<file path="config.mk">
export PLATFORM = sky130hd
export DESIGN_NAME = coeff_bank_ctrl
export DESIGN_NICKNAME = d
export VERILOG_FILES = /design/src/rtl/coeff_pkg.sv /design/src/rtl/coeff_shadow_bank.sv /design/src/rtl/coeff_bank_ctrl.sv
export SDC_FILE = /design/constraint.sdc
export NUM_CORES = 1
export LEC_CHECK = 0
export CORE_MARGIN = 1
export CORE_UTILIZATION = 24
export DETAILED_ROUTE_END_ITERATION = 8
export HOLD_SLACK_MARGIN = 0.1
export PLACE_DENSITY = 0.42
export SYNTH_ARGS = -nofsm -noshare
export SYNTH_HDL_FRONTEND = slang
export SYNTH_SLANG_ARGS = --single-unit
</file>
<file path="constraint.sdc">
create_clock -name clk -period 6.85 [get_ports clk]
set_input_delay 1.7125 -clock clk [delete_from_list [all_inputs] [get_ports clk]]
set_output_delay 1.7125 -clock clk [all_outputs]
set_load 0.03 [all_outputs]
</file>
<file path="src/rtl/coeff_pkg.sv">
// Shared parameters and state encoding for the 2D FIR coefficient bank controller.
package coeff_pkg;
  localparam int NTAPS   = 25;
  localparam int COEFF_W = 16;
  localparam int ADDR_W  = 11;
  localparam int TAP_W   = $clog2(NTAPS + 1);

  typedef enum logic [1:0] {IDLE, RD, DRAIN, COMMIT} state_t;
endpackage

</file>
<file path="src/rtl/coeff_shadow_bank.sv">
// Shadow and active coefficient registers; the active bank only changes on commit.
module coeff_shadow_bank
  import coeff_pkg::*;
(
  input  logic                     clk,
  input  logic                     rst,
  input  logic                     capture,
  input  logic [TAP_W-1:0]         idx,
  input  logic [COEFF_W-1:0]       data,
  input  logic                     commit,
  output logic [NTAPS*COEFF_W-1:0] coeff_flat
);

  logic [COEFF_W-1:0] shadow [NTAPS];
  logic [COEFF_W-1:0] active [NTAPS];

  always_ff @(posedge clk or negedge rst) begin
    if (!rst) begin
      for (int k = 0; k < NTAPS; k++) begin
        shadow[k] <= '0;
        active[k] <= '0;
      end
    end else begin
      if (capture && (idx < TAP_W'(NTAPS))) begin
        shadow[idx] <= data;
      end
      if (commit) begin
        for (int k = 0; k < NTAPS; k++) begin
          active[k] <= shadow[k];
        end
      end
    end
  end

  for (genvar g = 0; g < NTAPS; g++) begin : g_flat
    assign coeff_flat[g*COEFF_W +: COEFF_W] = active[g];
  end

endmodule

</file>
<file path="src/rtl/coeff_bank_ctrl.sv">
// Arbitrates the coefficient BRAM between host writes and a vsync-triggered
// readout that loads all taps into a shadow bank and commits them between frames.
module coeff_bank_ctrl
  import coeff_pkg::*;
(
  input  logic                     clk,
  input  logic                     rst,
  input  logic                     vs_i,
  input  logic [31:0]              wr_addr,
  input  logic                     wr_addr_valid,
  output logic                     wr_addr_ready,
  input  logic [31:0]              wr_data,
  input  logic                     wr_data_valid,
  output logic                     wr_data_ready,
  output logic                     bram_en,
  output logic                     bram_we,
  output logic [ADDR_W-1:0]        bram_addr,
  output logic [COEFF_W-1:0]       bram_din,
  input  logic [COEFF_W-1:0]       bram_dout,
  output logic [NTAPS*COEFF_W-1:0] coeff_flat,
  output logic                     coeff_valid,
  output logic                     load_done,
  output logic                     busy,
  output logic                     wr_err,
  output logic                     vs_overrun
);

  state_t           state, next_state;
  logic             vs_dly, vs_edge, pend;
  logic [TAP_W-1:0] idx, cap_idx;
  logic             cap_valid;
  logic             xfer, addr_ok;

  // An edge seen in IDLE takes the port this cycle, so the host is held off immediately.
  assign vs_edge       = vs_i & ~vs_dly;
  assign wr_addr_ready = (state == IDLE) & ~vs_edge;
  assign wr_data_ready = wr_addr_ready;
  assign xfer          = wr_addr_valid & wr_data_valid & wr_addr_ready & wr_data_ready;
  assign addr_ok       = wr_addr < 32'(NTAPS);

  always_ff @(posedge clk or negedge rst) begin
    if (!rst) state <= IDLE;
    else      state <= next_state;
  end

  always_comb begin
    next_state = state;
    case (state)
      IDLE:    if (vs_edge || pend) next_state = RD;
      RD:      if (idx == TAP_W'(NTAPS - 1)) next_state = DRAIN;
      DRAIN:   next_state = COMMIT;
      COMMIT:  next_state = IDLE;
      default: next_state = IDLE;
    endcase
  end

  always_comb begin
    bram_en   = 1'b0;
    bram_we   = 1'b0;
    bram_addr = '0;
    bram_din  = '0;
    if (state == RD) begin
      bram_en   = 1'b1;
      bram_addr = ADDR_W'(idx);
    end else if (xfer && addr_ok) begin
      bram_en   = 1'b1;
      bram_we   = 1'b1;
      bram_addr = wr_addr[ADDR_W-1:0];
      bram_din  = wr_data[COEFF_W-1:0];
    end
  end

  // Read data returns one cycle after the read, so the capture index trails idx by one.
  always_ff @(posedge clk or negedge rst) begin
    if (!rst) begin
      vs_dly      <= 1'b1;
      pend        <= 1'b0;
      idx         <= '0;
      cap_idx     <= '0;
      cap_valid   <= 1'b0;
      busy        <= 1'b0;
      load_done   <= 1'b0;
      coeff_valid <= 1'b0;
      wr_err      <= 1'b0;
      vs_overrun  <= 1'b0;
    end else begin
      vs_dly    <= vs_i;
      busy      <= (next_state != IDLE);
      load_done <= (state == COMMIT);
      cap_valid <= (state == RD);
      cap_idx   <= idx;
      if (state == RD) idx <= idx + TAP_W'(1);
      else             idx <= '0;
      if (state == COMMIT) coeff_valid <= 1'b1;
      if (xfer && !addr_ok) wr_err <= 1'b1;
      if (vs_edge && (state != IDLE)) vs_overrun <= 1'b1;
      if (vs_edge && (state == COMMIT)) pend <= 1'b1;
      else if (state == IDLE)           pend <= 1'b0;
    end
  end

  coeff_shadow_bank u_bank (
    .clk        (clk),
    .rst        (rst),
    .capture    (cap_valid),
    .idx        (cap_idx),
    .data       (bram_dout),
    .commit     (state == COMMIT),
    .coeff_flat (coeff_flat)
  );

endmodule
</file>
==> out/results.tsv, run 1 <==
stage	metric	value	unit
route	routed_wl	101000	microns
sta	rsz0062_at_grt	no	
route	postRouteAntennaNets	0	
synthesis	synth_area_per_cell	11.5	sq um
synthesis	synth_cells	2693	
clock_network	htreeDepth	3	
clock_network	cts_buffers	98	
die	dieArea	131000	sq um
die	die-height	362	microns
clock_network	cts.path.max_buffers	3	
clock_network	cts.sinks	820	
worst_setup_path	crit_arrival	4.08	ns
clock_network	post_cts_buffers	0	
route	viasPerCell	4.18	
sta	tightestPinTransition	1.14	ns
worst_setup_path	critPathMaxFanout	23	
place	routabilityCongestion	0.716	
finish	syn2layout_area_growth	31.9	%
die	core	128000	sq um
place	port_buffers	498	
clock_network	cts_resized	0	
finish	drive_gt1_frac	0.194	
global_routing	top_usage_layer	met2	
route	num_vias	20800	
sta	post-route-period-util	0.846	
global_routing	antenna_found_initial	10	
worst_setup_path	criticalPathCategory	in2out	
sta	hold_violations	0	
hold_path	hold_class	reg2reg	
route	first_iter_violations	1172	
synthesis	syn_area	31100	sq um
sta	timing.fmax	173	MHz
synthesis	synth.most_common_cell	nand2_1	
synthesis	async_reset_ff_frac	1.00	
global_routing	gr-usage-met3	0.0276	
finish	nNetsFinal	3258	
synthesis	ys_types	42	
worst_setup_path	crit_required	5.14	ns
synthesis	yosys.area.top_type	dfrtp_1	
synthesis	ys_top_cells_by_count	nand2_1, dfrtp_1, mux2_2, clkbuf_1, buf_4	
worst_setup_path	cpMostUsedCell	clkdlybuf4s50_1	
power_and_ir_drop	ir_drop	0.000174	V
power_and_ir_drop	cellPowerDensity	484	nW/um^2
sta	layout_min_cycle_time	5.79	ns
route	wire_per_inst	20.3	microns
die	rows	131	
synthesis	synthFlopType	dfrtp_1	
finish	fillers	13100	
worst_setup_path	critPathBufInv	3	
worst_setup_path	cp_slowest_cell	clkdlybuf4s50_1	
synthesis	synth_area_leaders	dfrtp_1, nand2_1, mux2_2	
global_routing	use_met2	0.247	
global_routing	grt-ovfl-total	0	
sta	drv_slew	0	
worst_setup_path	crit_family	buffers and inverters	
worst_setup_path	cpPeakStageDelay	0.68	ns
global_routing	grt_start_max_net_pins	161	
die	boundaryPins	521	
global_routing	gr-usage-all-layers	0.154	
worst_setup_path	cp-end-kind	output pin	
die	die_w	362	microns
worst_setup_path	crit_chain	clkdlybuf4s50_1, nor4_1, nand4_1, nor4_2, buf_4, a22o_1, clkdlybuf4s50_1	
sta	finalSetupViolations	0	
synthesis	yosysWarnings	0	
synthesis	synth_edf_count	0	
power_and_ir_drop	p_leak	18.5	nW
global_routing	grt_pass1_vias	21500	
clock_network	cts_tree	done	
clock_network	worstSkewPairLatency	0.65	ns
power_and_ir_drop	finalPower	19.8	mW
synthesis	ys_ff_latch	820	
route	post-route-drc-count	0	
clock_network	path_clk_slew	0.06	ns
worst_setup_path	critPathLaunchType	input port	
sta	fin_skew	0.0269	ns
synthesis	seq_area_frac_synth	0.661	
run	cap_violations	0	
synthesis	synth_top_area_share	0.660	
sta	maxSlewHeadroom	0.238	
sta	setup_tns	0	ns
status	outcome	completed	
die	start_util	0.243	
place	dp_hpwl	60500	microns
route	first_pass_iters	4	
global_routing	grtUsageMet1	0.214	
clock_network	holdBufCountCts	0	
finish	fin_util	0.320	
clock_network	cts_root_buf	clkbuf_16	
global_routing	grt_pass1_wl	150000	microns
[placed cells by master, fill, tap and decap left out, drive strengths merged, types with 2 or more instances in the layout]
cell,count
a22o,5
and2,17
buf,53
bufinv,7
clkbuf,143
clkdlybuf4s50,481
clkinv,11
conb,6
dfrtp,819
diode,4
ha,2
inv,7
mux2,400
nand2,1220
nand2b,6
nand3,3
nand4,2
nand4b,2
nor2,14
nor2b,2
nor3,7
nor4,10
o21ai,3
o21bai,2
or2,2
xor2,2
[path summary, 6_finish.rpt]
path | start | endpoint | slack (ns) | cells after the start
min | u_bank.shadow[77] | u_bank.coeff_flat[333] | 0.44 | 2
max | wr_addr[23] | bram_addr[0] | 1.06 | 7
max in group asynchronous | rst | u_bank.shadow[310] | 4.24 | 2
min reg2reg | u_bank.shadow[77] | u_bank.coeff_flat[333] | 0.44 | 2
max reg2reg | state[1] | u_bank.coeff_flat[387] | 3.99 | 5
min in group asynchronous | rst | u_bank.coeff_flat[247] | 1.13 | 1
[area by class of cell]
cell class              instances  area [sq um]  share of cell area
diodes                          4          10.0            0.000244
clock buffers                 143          2850              0.0697
clock inverters                20           308             0.00752
inverters                       6          30.0            0.000733
multi-input cells            1711          9810               0.239
flip-flops and latches        820         20500               0.501
well taps                    1729          2160              0.0528
repair buffers                534          5260               0.128
[cells by family after synthesis]
| family | Yosys count | synth area share |
|---|---|---|
| flip-flops | 820 | 0.661 |
| AND/OR/NAND/NOR | 1288 | 0.165 |
| XOR/XNOR | 3 | 0.000846 |
| adder cells (fa/ha/maj) | 2 | 0.000806 |
| buffers and inverters | 167 | 0.0246 |
| other | 1 | 0.000121 |
| multiplexers | 400 | 0.145 |
| AO/OA/AOI/OAI | 12 | 0.00294 |
[worst register-to-register path: cells and delay by family, from the launching register on]
family / cells / cell delay (ns)
flops: 1 / 0.44
buf+inv: 2 / 1.71
simple gates: 3 / 0.63
[where the power goes]
part | internal (mW) | switching, mW | total, mW | leakage, nW
Clock | 3.12 | 2.06 | 5.18 | 1.55
Sequential | 6.80 | 1.29 | 8.09 | 9.58
Combinational | 2.92 | 3.64 | 6.57 | 7.33
[routing by layer]
metal	routed length, microns	vias to the layer above	part of all wire
met4	2320	0	0.023
met3	4860	119	0.048
met5	0	-	0
met1	46800	10600	0.46
met2	47000	487	0.47
li1	-	9555	-
[flip-flops by register name, indices dropped and copies added, names as in the netlist]
signal             cells
u_bank.coeff_flat    400
u_bank.shadow        400
cap_idx                5
idx                    5
state                  2
busy                   1
cap_valid              1
coeff_valid            1
load_done              1
pend                   1
vs_dly                 1
vs_overrun             1
wr_err                 1
[per-stage QoR]
stage	cells	worst slack (ns)	hold slack [ns]	instance area, sq um
floorplan	2698	2.00	0.405	31100
global placement	4800	0.920	0.444	37800
detailed placement	4800	1.02	0.444	37800
CTS	4963	1.02	0.448	40900
global route	4963	0.898	0.475	40900
finish	4967	1.06	0.440	40900
Power figures use the tool's default switching activity.
==> run 2: changes to the inputs <==
Settings changed: PLACE_DENSITY 0.42 to 0.44.
Clock period 6.85 ns to 5.06 ns, I/O delays scaled along.
==> out/results.tsv, run 2 (same netlist as run 1, synthesis figures left out) <==
stage	metric	value	unit	change
global_routing	grt_pass1_wl	149000	microns	-0.54%
die	die-height	362	microns	unchanged
global_routing	grt-ovfl-total	0		unchanged
power_and_ir_drop	p_leak	18.6	nW	+0.49%
clock_network	holdBufCountCts	0		unchanged
place	routabilityCongestion	0.713		-0.49%
route	wire_per_inst	20.1	microns	-1.3%
die	rows	131		unchanged
power_and_ir_drop	ir_drop	0.000247	V	+42%
route	routed_wl	100000	microns	-0.82%
worst_setup_path	critPathLaunchType	input port		
finish	final_common_cell	nand2_1		
clock_network	cts_buffers	96		-2.0%
route	postRouteAntennaNets	0		unchanged
sta	rsz0062_at_grt	no		
clock_network	cts_resized	0		unchanged
sta	layout_min_cycle_time	4.81	ns	
worst_setup_path	critPathMaxFanout	23		unchanged
clock_network	htreeDepth	3		unchanged
die	core	128000	sq um	unchanged
clock_network	worstSkewPairLatency	0.69	ns	+0.04 ns
finish	mostFrequentLayoutCells	nand2_1, dfrtp_1, clkdlybuf4s50_1		
finish	syn2layout_area_growth	32.1	%	
worst_setup_path	crit_arrival	3.55	ns	-0.53 ns
sta	maxSlewHeadroom	0.234		-0.00425
sta	post-route-period-util	0.952		
finish	nNetsFinal	3268		+0.31%
route	num_vias	20800		+0.43%
place	dp_hpwl	61100	microns	+1.0%
clock_network	cts.path.max_buffers	3		unchanged
clock_network	cts_root_buf	clkbuf_16		
worst_setup_path	cp-end-kind	output pin		
sta	drv_slew	0		unchanged
run	cap_violations	0		unchanged
clock_network	cts_tree	done		
sta	timing.fmax	208	MHz	
hold_path	hold_class	reg2reg		
route	first_iter_violations	1273		+8.6%
status	outcome	completed		
power_and_ir_drop	cellPowerDensity	650	nW/um^2	+34%
route	first_pass_iters	5		+1
worst_setup_path	crit_required	3.80	ns	-1.34 ns
sta	finalSetupViolations	0		unchanged
sta	fin_skew	0.0231	ns	-0.00382 ns
die	dieArea	131000	sq um	unchanged
finish	fillers	13100		-0.45%
clock_network	path_clk_slew	0.06	ns	about the same
sta	tightestPinTransition	1.15	ns	+0.00884 ns
clock_network	post_cts_buffers	0		unchanged
route	post-route-drc-count	0		unchanged
die	boundaryPins	521		unchanged
global_routing	grt_pass1_vias	21700		+0.85%
global_routing	gr-usage-all-layers	0.154		-0.000525
sta	hold_violations	0		unchanged
sta	setup_tns	0	ns	unchanged
die	start_util	0.243		unchanged
finish	fin_util	0.320		+0.000586
global_routing	grt_start_max_net_pins	161		unchanged
finish	drive_gt1_frac	0.204		+0.00993
clock_network	cts.sinks	820		unchanged
global_routing	antenna_found_initial	10		unchanged
die	die_w	362	microns	unchanged
worst_setup_path	criticalPathCategory	in2out		
route	viasPerCell	4.18		about the same
place	port_buffers	498		unchanged
-- run 2: cell types whose count changed in the layout (fill, tap and decap cells not counted), sizes merged --
cell and delta:
buf +31, bufinv -4, clkdlybuf4s50 -19, clkinv +10
clkinvlp +3, diode +1, inv +3
-- run 2: final timing paths --
path	start	endpoint	slack, ns	cells after the start
worst max-delay path	wr_addr[27]	bram_addr[0]	0.25	7
worst min register to register	u_bank.shadow[69]	u_bank.coeff_flat[325]	0.45	2
min in group asynchronous	rst	u_bank.coeff_flat[246]	0.65	1
worst max register to register	cap_idx[3]	u_bank.shadow[34]	2.49	3
worst min-delay path	u_bank.shadow[69]	u_bank.coeff_flat[325]	0.45	2
max in group asynchronous	rst	u_bank.coeff_flat[335]	3.09	2
-- run 2: final cells by class --
| cell class | count | area, sq um | share of cell area |
|---|---|---|---|
| clock buffer | 143 | 2750 | 0.0670 |
| multi-input combinational | 1711 | 9800 | 0.239 |
| timing repair buffer | 546 | 5400 | 0.132 |
| clock inverter | 32 | 349 | 0.00851 |
| antenna | 5 | 12.5 | 0.000305 |
| sequential | 820 | 20500 | 0.500 |
| tap | 1729 | 2160 | 0.0527 |
| inverter | 6 | 30.0 | 0.000732 |
-- run 2: worst max-delay path, stage by stage --
cell             delay [ns]
clkdlybuf4s50_1        0.40
nor4_1                 0.33
nand4_1                0.20
nor4_2                 0.27
buf_4                  0.26
a22o_1                 0.16
clkdlybuf4s50_1        0.67
-- run 2: where the power goes --
group / switching [mW] / internal (mW)
Combinational: 4.91 / 3.99
Clock: 2.88 / 3.94
Sequential: 1.76 / 9.20
-- run 2: through the flow --
stage               power [mW]  hold slack [ns]  instance area (sq um)  setup WS [ns]  instances
floorplan                 16.0            0.405                  31100           1.11       2698
global placement          20.0            0.442                  37900          0.193       4812
detailed placement        20.2            0.445                  37900          0.211       4812
CTS                       27.2            0.440                  41000          0.197       4987
global route              28.2            0.463                  41000         0.0695       4987
finish                    26.7            0.446                  41000          0.245       4992
-- run 2: per-layer routing --
| layer | up-vias | share of wire | GRT usage |
|---|---|---|---|
| met5 | - | 0 | 0 |
| met4 | 0 | 0.023 | 0.0474 |
| met3 | 125 | 0.054 | 0.0330 |
| met2 | 506 | 0.46 | 0.244 |
| met1 | 10600 | 0.46 | 0.210 |
| li1 | 9566 | - | - |
